File: src/rtl/ffra_mac_pipe_if.sv
// ffra_mac_pipe_if: operand/result valid-ready bundle for ffra_mac_pipe
interface ffra_mac_pipe_if #(
  parameter int A_W = 8,
  parameter int B_W = 8,
  parameter int O_W = 16
);
  logic           in_valid;
  logic           in_ready;
  logic [A_W-1:0] a;
  logic [B_W-1:0] b;
  logic [O_W-1:0] ci;
  logic [1:0]     mode;
  logic           sgn;
  logic           out_valid;
  logic           out_ready;
  logic [O_W-1:0] o;
  logic           ovf;
  modport slave (
    input  in_valid, a, b, ci, mode, sgn, out_ready,
    output in_ready, out_valid, o, ovf
  );
  modport master (
    output in_valid, a, b, ci, mode, sgn, out_ready,
    input  in_ready, out_valid, o, ovf
  );
endinterface

File: src/rtl/ffra_mac_pipe.sv
// ffra_mac_pipe: two-stage multiply-add/accumulate with saturate-or-wrap and valid/ready flow control
module ffra_mac_pipe #(
  parameter int A_W = 8,
  parameter int B_W = 8,
  parameter int O_W = 16,
  parameter bit SAT = 1'b1
) (
  input logic            clk,
  input logic            rst_n,
  ffra_mac_pipe_if.slave bus
);
  localparam int P_W = A_W + B_W;
  localparam int W   = O_W + 2;
  localparam logic [O_W-1:0] S_MAX = {1'b0, {(O_W-1){1'b1}}};
  localparam logic [O_W-1:0] S_MIN = {1'b1, {(O_W-1){1'b0}}};
  logic           s1_v_q, sgn_q, s2_v_q, ovf_q;
  logic [P_W-1:0] p_q;
  logic [O_W-1:0] ci_q, o_q, acc_q;
  logic [1:0]     mode_q;
  logic           s2_ld, s1_mv, hi_ovf, lo_ovf, ovf_d;
  logic [P_W-1:0] a_x, b_x, p_d;
  logic [W-1:0]   p_x, ci_x, acc_x, r;
  logic [O_W-1:0] o_d;
  assign s2_ld         = !s2_v_q || bus.out_ready;
  assign s1_mv         = s1_v_q && s2_ld;
  assign bus.in_ready  = !s1_v_q || s2_ld;
  assign bus.out_valid = s2_v_q;
  assign bus.o         = o_q;
  assign bus.ovf       = ovf_q;
  // product at full A_W+B_W width; low bits of an extended multiply are exact for either signedness
  always_comb begin
    a_x = bus.sgn ? P_W'($signed(bus.a)) : P_W'(bus.a);
    b_x = bus.sgn ? P_W'($signed(bus.b)) : P_W'(bus.b);
    p_d = a_x * b_x;
  end
  // stage-2 arithmetic at O_W+2 bits, then range check and clamp/wrap back to O_W
  always_comb begin
    p_x    = sgn_q ? W'($signed(p_q))   : W'(p_q);
    ci_x   = sgn_q ? W'($signed(ci_q))  : W'(ci_q);
    acc_x  = sgn_q ? W'($signed(acc_q)) : W'(acc_q);
    r      = mode_q == 2'b01 ? p_x - ci_x : mode_q == 2'b10 ? acc_x + p_x : p_x + ci_x;
    lo_ovf = sgn_q ? r[W-1] && !(&r[W-1:O_W-1]) : r[W-1];
    hi_ovf = sgn_q ? !r[W-1] && |r[W-1:O_W-1] : !r[W-1] && |r[W-2:O_W];
    ovf_d  = lo_ovf || hi_ovf;
    o_d    = SAT && hi_ovf ? (sgn_q ? S_MAX : '1) :
             SAT && lo_ovf ? (sgn_q ? S_MIN : '0) : r[O_W-1:0];
  end
  // stage 1: take a new beat whenever the stage is empty or draining into stage 2
  always_ff @(posedge clk or negedge rst_n) begin
    if (!rst_n) begin
      s1_v_q <= 1'b0;
      p_q    <= '0;
      ci_q   <= '0;
      mode_q <= '0;
      sgn_q  <= 1'b0;
    end else if (bus.in_ready) begin
      s1_v_q <= bus.in_valid;
      if (bus.in_valid) begin
        p_q    <= p_d;
        ci_q   <= bus.ci;
        mode_q <= bus.mode;
        sgn_q  <= bus.sgn;
      end
    end
  end
  // stage 2 and accumulator: acc moves with the beat so back-to-back accumulates see every earlier beat
  always_ff @(posedge clk or negedge rst_n) begin
    if (!rst_n) begin
      s2_v_q <= 1'b0;
      o_q    <= '0;
      ovf_q  <= 1'b0;
      acc_q  <= '0;
    end else begin
      if (s2_ld) s2_v_q <= s1_v_q;
      if (s1_mv) begin
        o_q   <= o_d;
        ovf_q <= ovf_d;
        if (mode_q[1]) acc_q <= o_d;
      end
    end
  end
endmodule

File: src/flat_wrapper.sv
// flat-port wrapper written by rule: the top's interface ports become plain ports
module ffra_mac_pipe_flat 
#(
  parameter int A_W = 8,
  parameter int B_W = 8,
  parameter int O_W = 16,
  parameter bit SAT = 1'b1
)
  (clk, rst_n, bus_in_valid, bus_a, bus_b, bus_ci, bus_mode, bus_sgn, bus_out_ready, bus_in_ready, bus_out_valid, bus_o, bus_ovf);
  ffra_mac_pipe_if #(.A_W(A_W), .B_W(B_W), .O_W(O_W)) bus_i ();
  input logic clk;
  input logic rst_n;
  input wire logic [$bits(bus_i.in_valid)-1:0] bus_in_valid;
  input wire logic [$bits(bus_i.a)-1:0] bus_a;
  input wire logic [$bits(bus_i.b)-1:0] bus_b;
  input wire logic [$bits(bus_i.ci)-1:0] bus_ci;
  input wire logic [$bits(bus_i.mode)-1:0] bus_mode;
  input wire logic [$bits(bus_i.sgn)-1:0] bus_sgn;
  input wire logic [$bits(bus_i.out_ready)-1:0] bus_out_ready;
  output wire logic [$bits(bus_i.in_ready)-1:0] bus_in_ready;
  output wire logic [$bits(bus_i.out_valid)-1:0] bus_out_valid;
  output wire logic [$bits(bus_i.o)-1:0] bus_o;
  output wire logic [$bits(bus_i.ovf)-1:0] bus_ovf;
  assign bus_i.in_valid = bus_in_valid;
  assign bus_i.a = bus_a;
  assign bus_i.b = bus_b;
  assign bus_i.ci = bus_ci;
  assign bus_i.mode = bus_mode;
  assign bus_i.sgn = bus_sgn;
  assign bus_i.out_ready = bus_out_ready;
  assign bus_in_ready = bus_i.in_ready;
  assign bus_out_valid = bus_i.out_valid;
  assign bus_o = bus_i.o;
  assign bus_ovf = bus_i.ovf;
  ffra_mac_pipe #(.A_W(A_W), .B_W(B_W), .O_W(O_W), .SAT(SAT)) u_core (.clk(clk), .rst_n(rst_n), .bus(bus_i));
endmodule
File: config.mk
export PLATFORM = sky130hd
export DESIGN_NAME = ffra_mac_pipe_flat
export DESIGN_NICKNAME = d
export VERILOG_FILES = /design/src/rtl/ffra_mac_pipe_if.sv /design/src/rtl/ffra_mac_pipe.sv /design/src/flat_wrapper.sv
export SDC_FILE = /design/constraint.sdc
export NUM_CORES = 1
export LEC_CHECK = 0
export ABC_AREA = 1
export ABC_CLOCK_PERIOD_IN_PS = 4590
export BUFFER_PORTS_ARGS = -buffer_cell sky130_fd_sc_hd__buf_2
export CAP_MARGIN = 15
export CORE_MARGIN = 4
export CORE_UTILIZATION = 56
export DETAILED_ROUTE_END_ITERATION = 8
export PLACE_DENSITY = 0.84
export SLEW_MARGIN = 20
export SYNTH_ARGS = -nofsm -noshare
export SYNTH_HDL_FRONTEND = slang
export SYNTH_SLANG_ARGS = --single-unit
File: constraint.sdc
create_clock -name clk -period 4.59 [get_ports clk]
set_input_delay 0.918 -clock clk [delete_from_list [all_inputs] [get_ports clk]]
set_output_delay 0.918 -clock clk [all_outputs]
set_load 0.01 [all_outputs]
# --- Yosys cells after proc, flatten, opt, wreduce, memory -nomap -nowiden ---
# Cells that the tools add are included.
# Widths: inputs -> output; s select.
classes:
  n_reduce_logical: 15
  n_mul: 1
  n_mux: 13
  add_sub_neg: 3
  eq_ne: 2
op_table:
  columns: ["operator", "count"]
  rows:
  - ["$mux 16", 6]
  - ["$mux 18", 5]
  - ["$add 18x18->18", 2]
  - ["$sub 18x18->18", 1]
  - ["$mul 16x16->16", 1]
  - ["$logic_and 1x1->1", 4]
  - ["$logic_not 1->1", 4]
  - ["$reduce_and 2->1", 2]
  - ["$logic_or 1x1->1", 3]
  - ["$reduce_and 3->1", 1]
  - ["$reduce_or 3->1", 1]
  - ["$eq 2x1->1 const B", 1]
  - ["$eq 2x2->1 const B", 1]
  - ["$mux 1", 2]
totals:
  wordCells: 43
  out_inout_bits: 19
  regBits: 70

# --- Longest topological paths before layout ---
# Gate-level depths: netlist of run 1.
depth:
  word_depth: 10
  ltp_mapped: 30
  mapped_depth_nobuf: 29

# --- Worst setup path after synthesis of run 1 ---
# OpenSTA, ideal clock, no wires.
synth_timing:
  path_type: "in2reg"
  start: "input bus_a[7]"
  end: "register u_core.p_q[14]"
  arrival_ns: 5.889
  cell_stages: 22
  setup_time_ns: 0.082
  slack_ns: -1.381
  cell_sequence: "clkbuf_1 > nand2_1 > nor2_1 > nand2_1 > inv_1 > nor2_1 > ha_1 > inv_1 > fa_1 > fa_1 > fa_1 > fa_1 > fa_1 > inv_1 > ha_1 > a21oi_1 > o31a_1 > nand3_1 > a21oi_1 > o21ai_0 > or2_2 > a31oi_1"
synth_between:
  elab_chain_len: 2
synth_rtl:
  columns: ["element", "line_no", "rtl"]
  rows:
  - ["start, declared", "flat_wrapper.sv:14", "input wire logic [$bits(bus_i.a)-1:0] bus_a;"]
  - ["$mux 16", "ffra_mac_pipe.sv:32", "a_x = bus.sgn ? P_W'($signed(bus.a)) : P_W'(bus.a);"]
  - ["$mul 16x16->16", "ffra_mac_pipe.sv:34", "p_d = a_x * b_x;"]
  - ["end signal, assigned", "ffra_mac_pipe.sv:59", "p_q <= p_d;"]
  - ["end, declared", "ffra_mac_pipe.sv:17", "logic [P_W-1:0] p_q;"]
# Every way passes these cells.
# A chain may end at the register's enable or synchronous reset.

# --- Worst setup path after layout of run 1 ---
layout_timing:
  start: "input bus_a[1]"
  end: "register u_core.p_q[15]"
# Same word-level chain as after synthesis.

==> results of run 1 <==
-- layout make-up --
class	instances	area share [%]
clock buffer	9	2.17
tap	180	2.17
timing repair buffer	165	12.2
clock inverter	7	1.01
multi-input combinational	817	57.3
sequential	70	16.9
inverter	224	8.18
-- cell usage after synthesis --
cell      number  share of area [%]
o21ai_0       47                2.9
fa_1          69                 17
nand2_2       26                2.0
o211ai_1       1              0.092
buf_1          1              0.046
dfrtp_1       70                 21
o21bai_1       3               0.27
o21a_1         1              0.092
a21oi_1       37                2.3
xnor2_1       16                1.7
inv_1        220                 10
xor2_1        27                2.9
o31ai_1        2               0.18
a21o_1         2               0.18
nor3_1        10               0.61
clkbuf_1      24                1.1
clkinv_1       2              0.092
o21ai_1        1              0.061
nand3_1       44                2.7
o21ai_2        1               0.11
nand2_4        2               0.27
buf_6          3               0.41
nor2_2         5               0.38
inv_2          2              0.092
buf_2          6               0.37
o31a_1         1               0.11
nor2_1        53                2.4
nand3_4        3               0.64
a31oi_1        6               0.46
o22ai_1        1              0.076
or2_2          6               0.46
ha_1          71                 11
nand2_1      372                 17
a22oi_1        2               0.18
nand4_1        2               0.15
nor2_4         2               0.27
nand3_2        1               0.12
nand3b_1       1              0.092
-- registers in the layout (all words and copies together) (netlist names) --
| signal | flops |
|---|---|
| u_core.sgn_q | 1 |
| u_core.acc_q | 16 |
| u_core.bus.out_valid | 1 |
| u_core.p_q | 16 |
| u_core.mode_q | 2 |
| u_core.s1_v_q | 1 |
| u_core.ci_q | 16 |
| u_core.bus.o | 16 |
| u_core.bus.ovf | 1 |
-- stage by stage --
step                      area (um^2)  cells  TNS (ns)
after floorplan                  8520   1143     -4.12
after global placement           9450   1437     -7.13
after detailed placement         9450   1437     -8.27
after CTS                       10000   1458     -3.86
after global routing            10400   1472     -6.45
final                           10400   1472     -4.72
-- how the worst min path moves through the flow --
stage                       to             from  cells after the start  slack, ns
2_1_floorplan  u_core.acc_q[2]  u_core.acc_q[2]                      2       0.45
3_3_place_gp   u_core.bus.o[8]  u_core.bus.o[8]                      2       0.46
3_5_place_dp   u_core.bus.o[6]  u_core.bus.o[6]                      2       0.47
4_1_cts        u_core.bus.o[6]  u_core.bus.o[6]                      2       0.48
5_1_grt        u_core.bus.o[8]  u_core.bus.o[8]                      2       0.50
6_report        u_core.bus.ovf   u_core.bus.ovf                      2       0.48
-- worst register-to-register path: cells and delay by family (launching register included) --
family / cells / cell delay, ns
AO/OA/AOI/OAI: 1 / 0.13
XOR/XNOR: 1 / 0.14
adder cells (fa/ha/maj): 2 / 0.58
buffers and inverters: 3 / 0.31
flip-flops: 1 / 0.41
AND/OR/NAND/NOR: 22 / 2.69
-- logic make-up (layout without fill, tap and decap cells) --
| family | after synthesis | count (layout) | synth area share (%) |
|---|---|---|---|
| AO/OA/AOI/OAI | 105 | 105 | 6.95 |
| XOR/XNOR | 43 | 43 | 4.60 |
| adder cells (fa/ha/maj) | 140 | 140 | 27.7 |
| buffers and inverters | 258 | 405 | 12.2 |
| flip-flops | 70 | 70 | 21.4 |
| AND/OR/NAND/NOR | 527 | 529 | 27.2 |
-- repair_timing --
| item | in CTS | in global routing |
|---|---|---|
| hold buffers | 0 | 0 |
| setup buffers | 6 | 12 |
| setup endpoints to repair | 10 | 42 |
| cloned | 0 | 2 |
| gates resized for setup | 68 | 60 |
| pin swaps | 46 | 29 |
-- routing by layer --
metal | vias up | global-route usage [%] | share of wire (%)
met4 | 0 | 7.47 | 3.3
met5 | - | 0 | 0
met2 | 368 | 47.5 | 50
li1 | 3755 | - | -
met1 | 3790 | 35.4 | 40
met3 | 90 | 3.69 | 7.0
-- power groups by stage --
stage               Combinational [mW]  Sequential, mW  Clock (mW)
CTS                               5.12           0.996       0.780
global placement                  4.54           0.997           0
detailed placement                4.74            1.00           0
finish                            5.73            1.01       0.782
floorplan                         3.42           0.999           0
global route                      6.25            1.02       0.813
==> results_dict.tcl, run 1 <==
set metrics [dict create \
    arrival_ns 5.77 \
    sequentialPowerShare_pct 13.4 \
    cp-start-kind "input port" \
    nets 1466 \
    p_clk_share_pct 10.4 \
    multi_input_area_um2 5940 \
    seq_area_frac_synth_pct 21.4 \
    grt_max_degree 49 \
    core_area_um2 14100 \
    crit_buf_inv 5 \
    clk_latency_ns 0.34 \
    clock_sinks 70 \
    cp.depth 25 \
    wl_mm 23.9 \
    area_growth_pct 26.5 \
    ys_ff_latch 70 \
    synth_nets 1322 \
    cts_tree "built" \
    dieArea_um2 16600 \
    fin_total_pwr_mw 7.52 \
    initial_utilization_pct 58.1 \
    clock.fmax_ghz 0.180 \
    gp_congestion 0.900 \
    p_comb_share_pct 76.2 \
    cp_slowest_stage_delay_ns 0.59 \
    min_period_ns 5.55 \
    critPathMaxFanout 3 \
    crit_required_ns 4.81 \
    final_common_cell "nand2_1" \
    final-hold-violation-count 0 \
    synth_cells 1143 \
    synth-warning-count 0 \
    hold_path.class "flop to flop" \
    cts_root_buffer "clkbuf_16" \
    skew_ns 0.00420 \
    reg2reg_to "u_core.acc_q[1]" \
    violations "negative setup slack" \
    slew_violations 0 \
    cts_made_buffers 9 \
    dieHeight_um 129 \
    grt_util_all_layers_pct 27.2 \
    wl_per_cell_um 16.2 \
    clock_path_buffers 2 \
    fp-row-count 43 \
    slowest_stage "fa_2" \
    place_ws_ns -1.40 \
    p_per_area_nw_per_um2 725 \
    gr-total-overflow 0 \
    crit_family "adder cells" \
    syn_area_per_cell_um2 7.17 \
    drv_cap 0 \
    vdd_drop_max_v 0.000502 \
    port_buffers 57 \
    status "complete, but fails checks" \
    holdWs_ns 0.476 \
    end_kind "flop" \
    antenna_found_initial 0 \
    reg2reg_depth 29 \
    diodes 0 \
    switching_share_pct 50.8 \
    rsz0062_at_grt "yes" \
    grt_pass1_wl_mm 36.7 \
    setup_slack_ns -0.964 \
    path_clk_slew_ns 0.06 \
    worst_pin_slew_ns 1.01 \
    final_cell_mix "nand2_1 (355), inv_1 (193), buf_4 (94)" \
    vias 8003 \
    p_leak_nw 5.85 \
    timing.rr.start "u_core.mode_q[1]" \
    p_int_mw 3.70 \
    switching_power_mw 3.82 \
    fillers 965 \
    dpl.hpwl_mm 16.8 \
    layout-drive-gt1-share_pct 25.4 \
    grt_pass1_vias 8069 \
    worstSetupPathType "input port to flop" \
    cp-startpoint "bus_a[1]" \
    post-route-period-util_pct 121 \
    h-tree-depth 3 \
    drc 0 \
    ant_nets 0 \
    routed_via_density 5.44 \
    final_util_pct 73.5 \
    endpoint "u_core.p_q[15]" \
    setup_viol 8 \
    drt_iter0_markers 779 \
    firstDrtPassIters 6 \
    rrSetupSlack_ns 0.28 \
    die_w_um 129 \
    ioPinCount 58 \
    synth_cell_types 38 \
    synth_area_um2 8190 \
    seqCellArea_um2 1750 \
    maxSlewHeadroom_pct 32.5 \
]
(Power assumes the default switching activity.)
==> inputs of run 2 (changes only) <==
--- a/config.mk
+++ b/config.mk
@@ -10,9 +10,9 @@
 export BUFFER_PORTS_ARGS = -buffer_cell sky130_fd_sc_hd__buf_2
 export CAP_MARGIN = 15
 export CORE_MARGIN = 4
-export CORE_UTILIZATION = 56
+export CORE_UTILIZATION = 45
 export DETAILED_ROUTE_END_ITERATION = 8
-export PLACE_DENSITY = 0.84
+export PLACE_DENSITY = 0.71
 export SLEW_MARGIN = 20
 export SYNTH_ARGS = -nofsm -noshare
 export SYNTH_HDL_FRONTEND = slang
==> results_dict.tcl, run 2 (synthesized netlist as in run 1, its figures left out) <==
set metrics [dict create \
    vdd_drop_max_v 0.000406 \
    skew_ns 0.00552 \
    design_area_um2 10300 \
    port_buffers 57 \
    final_common_cell "nand2_1" \
    cp_slowest_stage_delay_ns 0.52 \
    vias 7405 \
    violations "negative setup slack" \
    p_clk_share_pct 9.6 \
    dieHeight_um 143 \
    slowest_stage "fa_1" \
    wl_mm 20.7 \
    ant_nets 0 \
    path_clk_slew_ns 0.05 \
    clock.fmax_ghz 0.185 \
    grt_pass1_wl_mm 34.2 \
    post-route-period-util_pct 118 \
    worst_pin_slew_ns 0.943 \
    diodes 0 \
    nets 1462 \
    grt_util_all_layers_pct 20.5 \
    setup_slack_ns -0.812 \
    core_area_um2 17900 \
    gp_congestion 0.904 \
    firstDrtPassIters 6 \
    arrival_ns 5.63 \
    p_int_mw 3.56 \
    setup_viol 8 \
    clock_path_buffers 2 \
    drc 0 \
    critPathMaxFanout 6 \
    routed_via_density 4.88 \
    slew_violations 0 \
    final_cell_mix "nand2_1 (359), inv_1 (195), buf_4 (99)" \
    crit_top_cell "fa_1" \
    dpl-instance-area_um2 9480 \
    worstSetupPathType "input port to flop" \
    p_comb_share_pct 76.3 \
    cts_made_buffers 9 \
    cts_root_buffer "clkbuf_16" \
    grt_max_degree 43 \
    holdBufCountCts 0 \
    ioPinCount 58 \
    crit_required_ns 4.81 \
    drt_iter0_markers 459 \
    wl_per_cell_um 13.7 \
    h-tree-depth 3 \
    holdWs_ns 0.469 \
    dpl.hpwl_mm 16.4 \
    dieArea_um2 20400 \
    antenna_found_initial 0 \
    die_w_um 143 \
    switching_share_pct 49.5 \
    sequentialPowerShare_pct 14.1 \
    drv_cap 0 \
    cts_tree "built" \
    clock_sinks 70 \
    status "complete, but fails checks" \
    cp-start-kind "input port" \
    layout-drive-gt1-share_pct 24.4 \
    initial_utilization_pct 45.8 \
    final_util_pct 57.4 \
    rsz0062_at_grt "yes" \
    end_kind "flop" \
    fp-row-count 49 \
    crit_family "adder cells" \
    clk_latency_ns 0.34 \
    place_ws_ns -1.25 \
    min_period_ns 5.40 \
    p_per_area_nw_per_um2 688 \
    maxSlewHeadroom_pct 37.1 \
    area_growth_pct 25.4 \
    hold_path.class "flop to flop" \
    p_leak_nw 5.78 \
    grt_pass1_vias 7492 \
    gr-total-overflow 0 \
    crit_buf_inv 9 \
    final-hold-violation-count 0 \
    switching_power_mw 3.50 \
]
## run 2: worst reg2reg max path: stages, from the launching register on
cell and delay [ns]:
dfrtp_1 0.42, nand2_2 0.12, buf_4 0.24, nand2_1 0.07, nand2_1 0.10, nand2_1 0.10
nor2_1 0.10, nand2_1 0.10, nor3_2 0.18, nand3_1 0.18, nor2_4 0.16, nand3_1 0.10
xnor2_1 0.14, nand2_1 0.05, o21ai_0 0.12, ha_1 0.40, a21oi_2 0.21, o21ai_0 0.11
a21oi_1 0.16, nand3_1 0.16, buf_4 0.18, nand3_4 0.13, nand3_2 0.23, nand2_2 0.13
nand2_2 0.06, nand2_1 0.07, nand2_1 0.06
## run 2: area by class of cell
type / instances / area, um^2
Tap cell: 229 / 287
Fill cell: 1642 / 7630
Timing Repair Buffer: 161 / 1150
Clock inverter: 4 / 47.5
Clock buffer: 12 / 236
Inverter: 224 / 850
Sequential cell: 70 / 1750
Multi-Input combinational cell: 817 / 5940
## run 2: routing by layer
layer | track usage, % | vias up | share of wire (%)
li1 | - | 3738 | -
met1 | 24.8 | 3482 | 42
met2 | 38.2 | 147 | 52
met3 | 1.47 | 38 | 3.2
met4 | 7.40 | 0 | 2.8
met5 | 0 | - | 0
## run 2: timing repair
item                       4_1_cts  5_1_grt
setup buffers                   11        7
setup endpoints to repair        8       42
cloned                           0        2
gates resized for setup         57       39
pin swaps                       33       37
## run 2: final timing paths
path	start	slack, ns	cells past startpoint	endpoint
hold / removal	u_core.bus.o[9]	0.47	2	u_core.bus.o[9]
max in group asynchronous	rst_n	2.95	2	u_core.ci_q[11]
setup / recovery	bus_sgn	-0.81	26	u_core.p_q[15]
hold reg to reg	u_core.bus.o[9]	0.47	2	u_core.bus.o[9]
setup reg to reg	u_core.mode_q[1]	0.38	26	u_core.bus.o[10]
min in group asynchronous	rst_n	0.72	1	u_core.bus.out_valid
## run 2: power by group through the flow
stage	registers, mW	logic, mW	clock network, mW
3_3_place_gp	0.996	4.52	0
6_report	0.995	5.39	0.675
2_1_floorplan	0.999	3.42	0
4_1_cts	0.993	4.94	0.686
3_5_place_dp	0.996	4.62	0
5_1_grt	1.02	6.02	0.708
## run 2: stage by stage
stage	setup TNS, ns	total power, mW	instances
5_1_grt	-6.05	7.74	1517
4_1_cts	-3.86	6.62	1508
6_report	-4.23	7.06	1517
2_1_floorplan	-4.12	4.42	1143
3_3_place_gp	-6.97	5.52	1482
3_5_place_dp	-7.63	5.62	1482
==> inputs of run 3 (changes only) <==
--- a/config.mk
+++ b/config.mk
@@ -5,7 +5,6 @@
 export SDC_FILE = /design/constraint.sdc
 export NUM_CORES = 1
 export LEC_CHECK = 0
-export ABC_AREA = 1
 export ABC_CLOCK_PERIOD_IN_PS = 4590
 export BUFFER_PORTS_ARGS = -buffer_cell sky130_fd_sc_hd__buf_2
 export CAP_MARGIN = 15
==> results_dict.tcl, run 3 <==
set metrics [dict create \
    status "complete, but fails checks" \
    violations "negative setup slack" \
    syn_area_per_cell_um2 8.63 \
    routed_via_density 5.52 \
    cts_made_buffers 9 \
    timing.rr.start "u_core.mode_q[1]" \
    slowest_stage "fa_1" \
    vdd_drop_max_v 0.000406 \
    wl_per_cell_um 16.5 \
    final_cell_mix "buf_4 (142), inv_1 (100), nor2_1 (76)" \
    setup_viol 29 \
    crit_required_ns 4.78 \
    worstSetupPathType "input port to flop" \
    fillers 1474 \
    clock.fmax_ghz 0.192 \
    p_comb_share_pct 77.7 \
    reg2reg_depth 20 \
    design_area_um2 11400 \
    h-tree-depth 3 \
    antenna_found_initial 0 \
    clk_latency_ns 0.35 \
    p_int_mw 4.27 \
    min_period_ns 5.20 \
    synth_cells 982 \
    critPathMaxFanout 7 \
    arrival_ns 5.39 \
    ioPinCount 58 \
    crit_buf_inv 6 \
    port_buffers 57 \
    skew_ns 0.0102 \
    rrSetupSlack_ns -0.07 \
    crit_family "adder cells" \
    drv_cap 0 \
    final_common_cell "buf_4" \
    dpl-instance-area_um2 10100 \
    gp_congestion 0.905 \
    area_growth_pct 33.9 \
    synthFlopType "dfrtp_1" \
    synth-edff-count 0 \
    seq_area_frac_synth_pct 20.7 \
    grt_max_degree 54 \
    fp-row-count 49 \
    synth_area_um2 8470 \
    cp-start-kind "input port" \
    path_clk_slew_ns 0.06 \
    switching_share_pct 45.9 \
    grt_pass1_wl_mm 36.3 \
    post-route-period-util_pct 113 \
    clock_sinks 70 \
    async_flop_share_pct 100 \
    hold_path.class "flop to flop" \
    dpl.hpwl_mm 17.2 \
    synth_cell_types 60 \
    synth_most_common_cell "inv_1" \
    crit_chain "buf_8 > and2_4 > nand2_4 > inv_2 > fa_1 > inv_2 > fa_1 > fa_1 > inv_1 > fa_1 > fa_1 > inv_1 > fa_1 > inv_1 > ha_2 > nor2_2 > o21bai_1 > o41ai_2 > xnor2_1 > o21ai_1" \
    p_clk_share_pct 9.6 \
    holdBufCountCts 0 \
    synthTopCellsByArea "dfrtp_1 (21%), fa_1 (16%), ha_1 (10%), inv_1 (5.0%), xnor2_1 (4.2%)" \
    p_per_area_nw_per_um2 696 \
    worst_pin_slew_ns 0.966 \
    gr-total-overflow 0 \
    yosysTopAreaCell "dfrtp_1" \
    core_area_um2 18300 \
    synth_nets 1161 \
    endpoint "u_core.p_q[15]" \
    wl_mm 23.0 \
    ys_ff_latch 70 \
    cp-startpoint "bus_a[7]" \
    maxSlewHeadroom_pct 35.6 \
    nets 1343 \
    hold_depth 2 \
    ant_nets 0 \
    rsz0062_at_grt "yes" \
    vias 7715 \
    cts_tree "built" \
    layout-drive-gt1-share_pct 34.4 \
    switching_power_mw 3.63 \
    dieHeight_um 145 \
    crit_top_cell "fa_1" \
    slew_violations 0 \
    grt_pass1_vias 7528 \
    final.setup.tns_ns -3.07 \
    sequentialPowerShare_pct 12.7 \
    clock_path_buffers 2 \
    drc 0 \
    synth-warning-count 0 \
    drt_iter0_markers 407 \
    setup_slack_ns -0.608 \
    cts_root_buffer "clkbuf_16" \
    cp_slowest_stage_delay_ns 0.54 \
    synth_commonest_cells "inv_1 (112), nor2_1 (82), nand2_1 (79)" \
    firstDrtPassIters 5 \
    dieArea_um2 21100 \
    cp.depth 20 \
    p_leak_nw 5.22 \
    reg2reg_to "u_core.acc_q[6]" \
    yosys.area.top_type_share_pct 20.7 \
    diodes 0 \
    final-hold-violation-count 0 \
    grt_util_all_layers_pct 20.5 \
    die_w_um 145 \
    initial_utilization_pct 46.4 \
    place_ws_ns -1.16 \
    end_kind "flop" \
]
## run 3: per-layer routing
layer / wire length, um / part of all wire (%) / vias up / GRT usage, %
li1: - / - / 3705 / -
met1: 9690 / 42 / 3708 / 26.7
met2: 11700 / 51 / 258 / 35.8
met3: 1090 / 4.7 / 44 / 2.56
met4: 561 / 2.4 / 0 / 6.13
met5: 0 / 0 / - / 0
## run 3: metrics by stage
step / util (%) / hold slack [ns] / power, mW / std cells
final: 62.1 / 0.493 / 7.90 / 1398
after CTS: 58.7 / 0.498 / 6.97 / 1387
after floorplan: - / 0.450 / 4.34 / 982
after detailed placement: 55.2 / 0.484 / 5.87 / 1358
after global placement: 55.2 / 0.463 / 5.77 / 1358
after global routing: 62.1 / 0.519 / 8.50 / 1398
## run 3: final cells by class
class                      instances  area, um^2  area share [%]
multi-input combinational        756        6900            60.7
sequential                        70        1750            15.4
timing repair buffer             214        1670            14.7
inverter                         113         429            3.78
tap                              229         287            2.52
clock buffer                       9         225            1.98
clock inverter                     7        95.1           0.838
## run 3: worst min-delay path by stage
stage | slack [ns] | endpoint | start
after global routing | 0.52 | u_core.p_q[12] | u_core.p_q[12]
after global placement | 0.46 | u_core.p_q[0] | u_core.p_q[0]
after CTS | 0.50 | u_core.bus.o[11] | rst_n
final | 0.49 | u_core.p_q[12] | u_core.p_q[12]
after floorplan | 0.45 | u_core.p_q[0] | u_core.p_q[0]
after detailed placement | 0.48 | u_core.p_q[12] | u_core.p_q[12]
## run 3: kinds of logic (layout without fill, tap and decap cells)
family,Yosys count,after routing,synth area share (%)
AOI/OAI and AO/OA,198,198,15.0
xor gates and xnor gates,53,53,5.48
adders and majority gates,154,154,28.4
buffers and inverters,156,343,7.07
DFF,70,70,20.7
muxes,46,46,5.80
and+or+nand+nor,305,305,17.6
## run 3: power by group through the flow
stage / clock network [mW] / registers, mW / logic, mW
floorplan: 0 / 0.970 / 3.37
global placement: 0 / 0.995 / 4.77
detailed placement: 0 / 1.00 / 4.87
CTS: 0.772 / 0.996 / 5.20
global route: 0.800 / 1.02 / 6.67
finish: 0.758 / 1.00 / 6.14
## run 3: repair_timing
item	CTS	global route
cloned	0	1
setup endpoints to repair	25	42
hold endpoints to repair	0	0
pin swaps	51	72
buffers inserted	13	12
resized for setup	66	105
## run 3: tightest hold or removal path: stages, from the launching register on
cell	delay, ns
dfrtp_1	0.35
nand2_1	0.05
o21ai_0	0.06
